$ cat src/rtl/sram_fifo_ctrl_if.sv
// Handshake and SRAM-side bundle for the SRAM-backed FIFO controller.
interface sram_fifo_ctrl_if #(
  parameter int unsigned DATA_W = 8,
  parameter int unsigned ADDR_W = 4
);
  logic              in_valid;
  logic              in_ready;
  logic [DATA_W-1:0] in_data;
  logic              out_valid;
  logic              out_ready;
  logic [DATA_W-1:0] out_data;
  logic [ADDR_W:0]   level;
  logic              sram_wr_en;
  logic              sram_rd_en;
  logic [ADDR_W-1:0] sram_addr;
  logic [DATA_W-1:0] sram_wdata;
  logic [DATA_W-1:0] sram_rdata;

  // Controller side
  modport slave (
    input  in_valid, in_data, out_ready, sram_rdata,
    output in_ready, out_valid, out_data, level,
           sram_wr_en, sram_rd_en, sram_addr, sram_wdata
  );

  // Environment side: producer, consumer and SRAM
  modport master (
    output in_valid, in_data, out_ready, sram_rdata,
    input  in_ready, out_valid, out_data, level,
           sram_wr_en, sram_rd_en, sram_addr, sram_wdata
  );
endinterface

$ cat src/rtl/sram_fifo_ctrl.sv
// FIFO controller using a single-port SRAM as storage; the SRAM's registered
// read data doubles as the output holding register (capacity DEPTH+1).
module sram_fifo_ctrl #(
  parameter int unsigned DATA_W = 8,
  parameter int unsigned ADDR_W = 4
) (
  input logic            clk,
  input logic            rst,
  sram_fifo_ctrl_if.slave bus
);

  localparam int unsigned DEPTH = 2 ** ADDR_W;
  localparam int unsigned CNT_W = ADDR_W + 1;

  logic [ADDR_W-1:0] wr_ptr_q, wr_ptr_d;
  logic [ADDR_W-1:0] rd_ptr_q, rd_ptr_d;
  logic [CNT_W-1:0]  mem_count_q, mem_count_d;
  logic              out_valid_q, out_valid_d;

  logic              rd_issue_c;
  logic              wr_issue_c;
  logic              in_ready_c;
  logic [DATA_W-1:0] wdata_c;
  logic [DATA_W-1:0] rdata_c;

  // Issue arbitration: reads win so the output register never starves
  always_comb begin
    rd_issue_c = 1'b0;
    in_ready_c = 1'b0;
    wr_issue_c = 1'b0;
    if (rst) begin
      rd_issue_c = (mem_count_q != '0) && (!out_valid_q || bus.out_ready);
      in_ready_c = (mem_count_q != CNT_W'(DEPTH)) && !rd_issue_c;
      wr_issue_c = bus.in_valid && in_ready_c;
    end
  end

  always_comb begin
    wr_ptr_d    = wr_ptr_q;
    rd_ptr_d    = rd_ptr_q;
    mem_count_d = mem_count_q;
    out_valid_d = out_valid_q && !bus.out_ready;
    if (wr_issue_c) begin
      wr_ptr_d    = wr_ptr_q + ADDR_W'(1);
      mem_count_d = mem_count_q + CNT_W'(1);
    end
    if (rd_issue_c) begin
      rd_ptr_d    = rd_ptr_q + ADDR_W'(1);
      mem_count_d = mem_count_q - CNT_W'(1);
      out_valid_d = 1'b1;
    end
  end

  always_ff @(posedge clk or negedge rst) begin
    if (!rst) begin
      wr_ptr_q    <= '0;
      rd_ptr_q    <= '0;
      mem_count_q <= '0;
      out_valid_q <= 1'b0;
    end else begin
      wr_ptr_q    <= wr_ptr_d;
      rd_ptr_q    <= rd_ptr_d;
      mem_count_q <= mem_count_d;
      out_valid_q <= out_valid_d;
    end
  end

  assign wdata_c = bus.in_data;
  assign rdata_c = bus.sram_rdata;

  assign bus.in_ready   = in_ready_c;
  assign bus.sram_wr_en = wr_issue_c;
  assign bus.sram_rd_en = rd_issue_c;
  assign bus.sram_addr  = rd_issue_c ? rd_ptr_q : wr_ptr_q;
  assign bus.sram_wdata = wdata_c;
  assign bus.out_data   = rdata_c;
  assign bus.out_valid  = out_valid_q;
  assign bus.level      = mem_count_q + CNT_W'(out_valid_q);

endmodule

$ cat src/flat_wrapper.sv
// flat-port wrapper written by rule: the top's interface ports become plain ports
module sram_fifo_ctrl_flat 
#(
  parameter int unsigned DATA_W = 8,
  parameter int unsigned ADDR_W = 4
)
  (clk, rst, bus_in_valid, bus_in_data, bus_out_ready, bus_sram_rdata, bus_in_ready, bus_out_valid, bus_out_data, bus_level, bus_sram_wr_en, bus_sram_rd_en, bus_sram_addr, bus_sram_wdata);
  sram_fifo_ctrl_if #(.DATA_W(DATA_W), .ADDR_W(ADDR_W)) bus_i ();
  input logic clk;
  input logic rst;
  input wire logic [$bits(bus_i.in_valid)-1:0] bus_in_valid;
  input wire logic [$bits(bus_i.in_data)-1:0] bus_in_data;
  input wire logic [$bits(bus_i.out_ready)-1:0] bus_out_ready;
  input wire logic [$bits(bus_i.sram_rdata)-1:0] bus_sram_rdata;
  output wire logic [$bits(bus_i.in_ready)-1:0] bus_in_ready;
  output wire logic [$bits(bus_i.out_valid)-1:0] bus_out_valid;
  output wire logic [$bits(bus_i.out_data)-1:0] bus_out_data;
  output wire logic [$bits(bus_i.level)-1:0] bus_level;
  output wire logic [$bits(bus_i.sram_wr_en)-1:0] bus_sram_wr_en;
  output wire logic [$bits(bus_i.sram_rd_en)-1:0] bus_sram_rd_en;
  output wire logic [$bits(bus_i.sram_addr)-1:0] bus_sram_addr;
  output wire logic [$bits(bus_i.sram_wdata)-1:0] bus_sram_wdata;
  assign bus_i.in_valid = bus_in_valid;
  assign bus_i.in_data = bus_in_data;
  assign bus_i.out_ready = bus_out_ready;
  assign bus_i.sram_rdata = bus_sram_rdata;
  assign bus_in_ready = bus_i.in_ready;
  assign bus_out_valid = bus_i.out_valid;
  assign bus_out_data = bus_i.out_data;
  assign bus_level = bus_i.level;
  assign bus_sram_wr_en = bus_i.sram_wr_en;
  assign bus_sram_rd_en = bus_i.sram_rd_en;
  assign bus_sram_addr = bus_i.sram_addr;
  assign bus_sram_wdata = bus_i.sram_wdata;
  sram_fifo_ctrl #(.DATA_W(DATA_W), .ADDR_W(ADDR_W)) u_core (.clk(clk), .rst(rst), .bus(bus_i));
endmodule
$ cat config.mk
export PLATFORM = sky130hd
export DESIGN_NAME = sram_fifo_ctrl_flat
export DESIGN_NICKNAME = d
export VERILOG_FILES = /design/src/rtl/sram_fifo_ctrl_if.sv /design/src/rtl/sram_fifo_ctrl.sv /design/src/flat_wrapper.sv
export SDC_FILE = /design/constraint.sdc
export NUM_CORES = 1
export LEC_CHECK = 0
export ABC_AREA = 1
export BUFFER_PORTS_ARGS = -buffer_cell sky130_fd_sc_hd__buf_2
export CAP_MARGIN = 20
export CORE_ASPECT_RATIO = 1.4
export CORE_MARGIN = 5
export CORE_UTILIZATION = 33
export CTS_BUF_LIST = sky130_fd_sc_hd__clkbuf_16
export CTS_CLUSTER_DIAMETER = 30
export DETAILED_ROUTE_END_ITERATION = 12
export PLACE_DENSITY_LB_ADDON = 0.2
export SKIP_CTS_REPAIR_TIMING = 1
export SLEW_MARGIN = 20
export SYNTH_ARGS = -nofsm -noshare
export SYNTH_HDL_FRONTEND = slang
export SYNTH_SLANG_ARGS = --single-unit
$ cat constraint.sdc
create_clock -name clk -period 3.6 [get_ports clk]
set_input_delay 0.54 -clock clk [delete_from_list [all_inputs] [get_ports clk]]
set_output_delay 0.54 -clock clk [all_outputs]
set_load 0.05 [all_outputs]
# ---- After elaboration in Yosys (flattened, before gate mapping)
# Cells that the tools add are included.
dict set report totals {
  input_bits 20
  ff_bits 14
}
dict set report op_classes {
  addsub 5
  n_mux 7
  n_reduce_logical 10
  n_eq_ne 1
}
# operator n
set ops {}
lappend ops {{$mux W5} 2}
lappend ops {{$add A4 B1 Y4 const B} 2}
lappend ops {{$add A5 B1 Y5} 1}
lappend ops {{$add A5 B1 Y5 const B} 1}
lappend ops {{$ne A5 B5 Y1 const B} 1}
lappend ops {{$reduce_bool A5 Y1} 1}
lappend ops {{$sub A5 B1 Y5 const B} 1}
lappend ops {{$logic_and A1 B1 Y1} 4}
lappend ops {{$mux W1} 4}
lappend ops {{$mux W4} 1}
lappend ops {{$logic_not A1 Y1} 3}
lappend ops {{$reduce_bool A2 Y1} 1}
lappend ops {{$logic_or A1 B1 Y1} 1}

# ---- Longest topological paths before layout
dict set report logic_depth {
  word_depth 9
  mapped_depth 16
}

# ---- Least setup slack after synthesis
# No wires, ideal clock.
dict set report synth_timing {
  path_kind {flip-flop to output port}
  from {register u_core.out_valid_q (netlist: u_core.bus.out_valid)}
  to {output bus_sram_addr[0]}
  path_stages_with_launch 7
  setup_slack_ns 0.828
  n_path_buf 1
  t_arrival_ns 2.232
  path_cell_list {dfrtp_1 inv_1 nor2_1 nor2_4 nand2_4 buf_6 o21ai_0}
}
dict set report synth_via {
  elab_chain_len 5
}
# element line
set synth_rtl {}
lappend synth_rtl {{start: declaration} sram_fifo_ctrl.sv:18} ;# logic out_valid_q, out_valid_d;
lappend synth_rtl {{start signal: assignment} sram_fifo_ctrl.sv:64} ;# out_valid_q <= out_valid_d;
lappend synth_rtl {{$logic_not A1 Y1} sram_fifo_ctrl.sv:32} ;# rd_issue_c = (mem_count_q != '0) && (!out_valid_q || bus.out_ready);
lappend synth_rtl {{$logic_or A1 B1 Y1} sram_fifo_ctrl.sv:32}
lappend synth_rtl {{$logic_and A1 B1 Y1} sram_fifo_ctrl.sv:32}
lappend synth_rtl {{$mux W1} sram_fifo_ctrl.sv:31} ;# if (rst) begin
lappend synth_rtl {{$mux W4} sram_fifo_ctrl.sv:74} ;# assign bus.sram_addr = rd_issue_c ? rd_ptr_q : wr_ptr_q;
lappend synth_rtl {{end: declaration} flat_wrapper.sv:21} ;# output wire logic [$bits(bus_i.sram_addr)-1:0] bus_sram_addr;
# No other way between the ends.

# ---- Worst setup path after layout
dict set report layout_timing {
  from {input rst}
  to {output bus_sram_addr[0]}
}
dict set report layout_via {
  elab_chain_len 2
}
# element line
set layout_rtl {}
lappend layout_rtl {{start: declaration} flat_wrapper.sv:10} ;# input logic rst;
lappend layout_rtl {{$mux W1} sram_fifo_ctrl.sv:31}
lappend layout_rtl {{$mux W4} sram_fifo_ctrl.sv:74}
# No other way between the ends.

==> summary.md <==
| Metric | Value |
|---|---|
| Leading area contributor after synthesis | `dfrtp_1` |
| Post-synth design cell area | `1100 sq um` |
| Drt first pass iters | `4` |
| CP Launch Type | `input pin` |
| Post-layout minimum cycle time | `2.39 ns` |
| Critical path's slowest cell | `buf_2` |
| Maximum root-to-sink buffer count | `2` |
| TritonCTS clock tree | `yes` |
| P per Cell Area | `1120 nW/um^2` |
| WL final | `2050 microns` |
| WP data arrival | `1.85 ns` |
| Final-report max-slew violation count | `0` |
| Net Sw Frac | `0.542` |
| Core Box Area | `3320 sq um` |
| Vias per cell | `4.66` |
| CTS buffer count | `3` |
| N_diodes | `0` |
| Avg WL per Cell | `11.6 microns` |
| Io pins | `49` |
| Post-DP Area | `1090 sq um` |
| Critical path peak fanout | `15` |
| Hold_ws | `0.188 ns` |
| GRT overflow | `0` |
| Vias in the first global route | `913` |
| Leak | `0.615 nW` |
| Pin slew with the least headroom to its limit | `0.413 ns` |
| CP required | `3.06 ns` |
| Commonest non-fill, non-tap cell in the layout | `nand2_1` |
| Post-route ant nets | `0` |
| Ys Warns | `0` |
| Cell variety after synth | `24` |
| Net Count, Synth | `160` |
| Site Rows | `25` |
| Crit-path cells | `buf_2 -> inv_1 -> nor2_4 -> nand2_4 -> o21ai_0 -> buf_2` |
| Most frequent cells in the layout | `nand2_1 (37), buf_2 (16), dfrtp_1 (14)` |
| Psw | `712 uW` |
| Endpoint type of the worst setup path | `primary output` |
| Hold Violations, Final | `0` |
| Final Power | `1.31 mW` |
| First-pass GRT wire length | `3690 microns` |
| Post-DP HPWL | `1710 microns` |
| DRC | `0` |
| Critical path buffer and inverter count | `3` |
| Clock transition at path regs | `0.04 ns` |
| Drt initial violations | `15` |
| Largest net degree at the start of global routing | `16` |
| Fin area | `1170 sq um` |
| Slew HR | `0.722` |
| Routability Congestion | `0.820` |
| Synthesis-stage register bit count | `14` |
| Die area | `4620 sq um` |
| Most used cell, CP | `buf_2` |
| Ranking of synthesized cells by area | `dfrtp_1 (32%), nand2_1 (13%), buf_4 (11%)` |
| Max Clock Freq | `0.418 GHz` |
| Mapped Avg Cell Area | `8.18 sq um` |
| Synthesis-to-layout area growth | `6.00%` |
| Seq/Total Area, Yosys | `0.317` |
| Routed vias | `824` |
| Max-cap violation count | `0` |
| Overall die height | `78.5 microns` |
| Critical path class | `input pin to primary output` |
| H-tree levels | `1` |
| Synth async-reset ratio | `1.00` |
| Area fraction of the dominant cell type after synthesis | `0.317` |
| Worst R2R Setup Slack | `1.59 ns` |
| RSZ-0062 raised after global routing | `no` |
| Tot GR Track Use | `0.102` |
| Root buffer cell | `clkbuf_16` |
| CP peak stage delay | `0.29 ns` |
| Status | `completed` |
| Final period util | `0.665` |
| Initial antenna violation count | `0` |
| Share of cells above drive strength 1 | `0.277` |
| Flop pwr share | `0.262` |
| Buffers on Ports | `16` |
| Endpoints failing setup | `0` |
| Setup tns final | `0 ns` |
| Final setup skew | `0.00114 ns` |
| Hold Crit Class | `input pin to asynchronous set/reset pin` |
| DIE WIDTH | `58.9 microns` |
| Register area | `350 sq um` |
| Clock sinks | `14` |
| Peak supply drop | `475 uV` |
| Initial cell density of the core | `0.333` |
| Prevailing post-synth register cell | `dfrtp_1` |
| Number of synthesized flops with an enable pin | `0` |
| Top delay family on crit path | `buffers and inverters` |
| Comb power frac | `0.583` |
| Cell Int Power | `602 uW` |
| Filler cell count | `354` |
| Clock Latency Late Sink | `0.24 ns` |
| Area of the multi-input gates | `557 sq um` |
| Cells after Synth | `135` |
| Final layout net count | `163` |
| Clk pwr share | `0.156` |
## per-layer routing
metal / GRT usage / wire (microns) / part of all wire
met4: 0.0680 / 90 / 0.044
met3: 0.0181 / 81 / 0.040
met2: 0.190 / 1140 / 0.56
met5: 0 / 0 / 0
met1: 0.0949 / 734 / 0.36
## Yosys cell counts (2+ instances only)
cell	number
nor2_4	2
nor2_2	2
nand2_2	4
ha_1	5
inv_1	11
buf_6	2
inv_2	2
o21ai_0	6
xor2_1	6
xnor2_1	4
nand2_4	3
dfrtp_1	14
buf_4	16
nand2_1	37
nand3_1	12
## registers in the layout, summed over array words and instances (netlist names)
name,flops
u_core.wr_ptr_q,4
u_core.mem_count_q,5
u_core.bus.out_valid,1
u_core.rd_ptr_q,4
## worst paths after layout
path | endpoint | depth (start not counted) | start
worst min register to register | u_core.mem_count_q[4] | 2 | u_core.mem_count_q[4]
worst max-delay path | bus_sram_addr[0] | 6 | rst
worst min-delay path | u_core.rd_ptr_q[1] | 1 | rst
max in group asynchronous | u_core.bus.out_valid | 1 | rst
min in group clk | u_core.mem_count_q[4] | 2 | u_core.mem_count_q[4]
worst max register to register | u_core.mem_count_q[4] | 15 | u_core.mem_count_q[2]
## worst reg2reg max path: stages, from the launching register on
cell,delay [ns]
dfrtp_1,0.51
nor2_4,0.19
nand3_4,0.13
nand2_4,0.20
nand2_1,0.10
nand2_1,0.06
inv_1,0.05
ha_1,0.17
inv_1,0.05
nand2_1,0.08
nand3_2,0.09
nand2_1,0.05
nand2_1,0.06
nand2_1,0.05
nand2_1,0.06
nand2_1,0.05
## cell families after synthesis
group	Yosys count	synth area share
AOI/OAI and AO/OA	9	0.0544
xor gates and xnor gates	11	0.0940
adders and majority gates	5	0.0566
buffers and inverters	32	0.179
DFF	14	0.317
and+or+nand+nor	64	0.299
## power by group through the flow
stage                     sequential [mW]  clock, mW  combinational (mW)
after floorplan                     0.312          0               0.713
after global routing                0.356      0.220               0.844
after CTS                           0.343      0.208               0.778
after detailed placement            0.344          0               0.777
after global placement              0.345          0               0.768
final                               0.344      0.204               0.765
## stage by stage
step                      cells  setup WS (ns)  utilization
after floorplan             135          0.828            -
after global placement      173           1.20        0.329
after detailed placement    173           1.17        0.329
after CTS                   177           1.17        0.353
after global routing        177           1.02        0.353
final                       177           1.21        0.353
## final cells by class
| cell class | count | share of cell area |
|---|---|---|
| clock buffers | 3 | 0.0641 |
| clock inverters | 1 | 0.00321 |
| inverters | 14 | 0.0470 |
| multi-input cells | 89 | 0.475 |
| flip-flops and latches | 14 | 0.299 |
| well taps | 40 | 0.0427 |
| repair buffers | 16 | 0.0684 |
(Power assumes the default switching activity.)
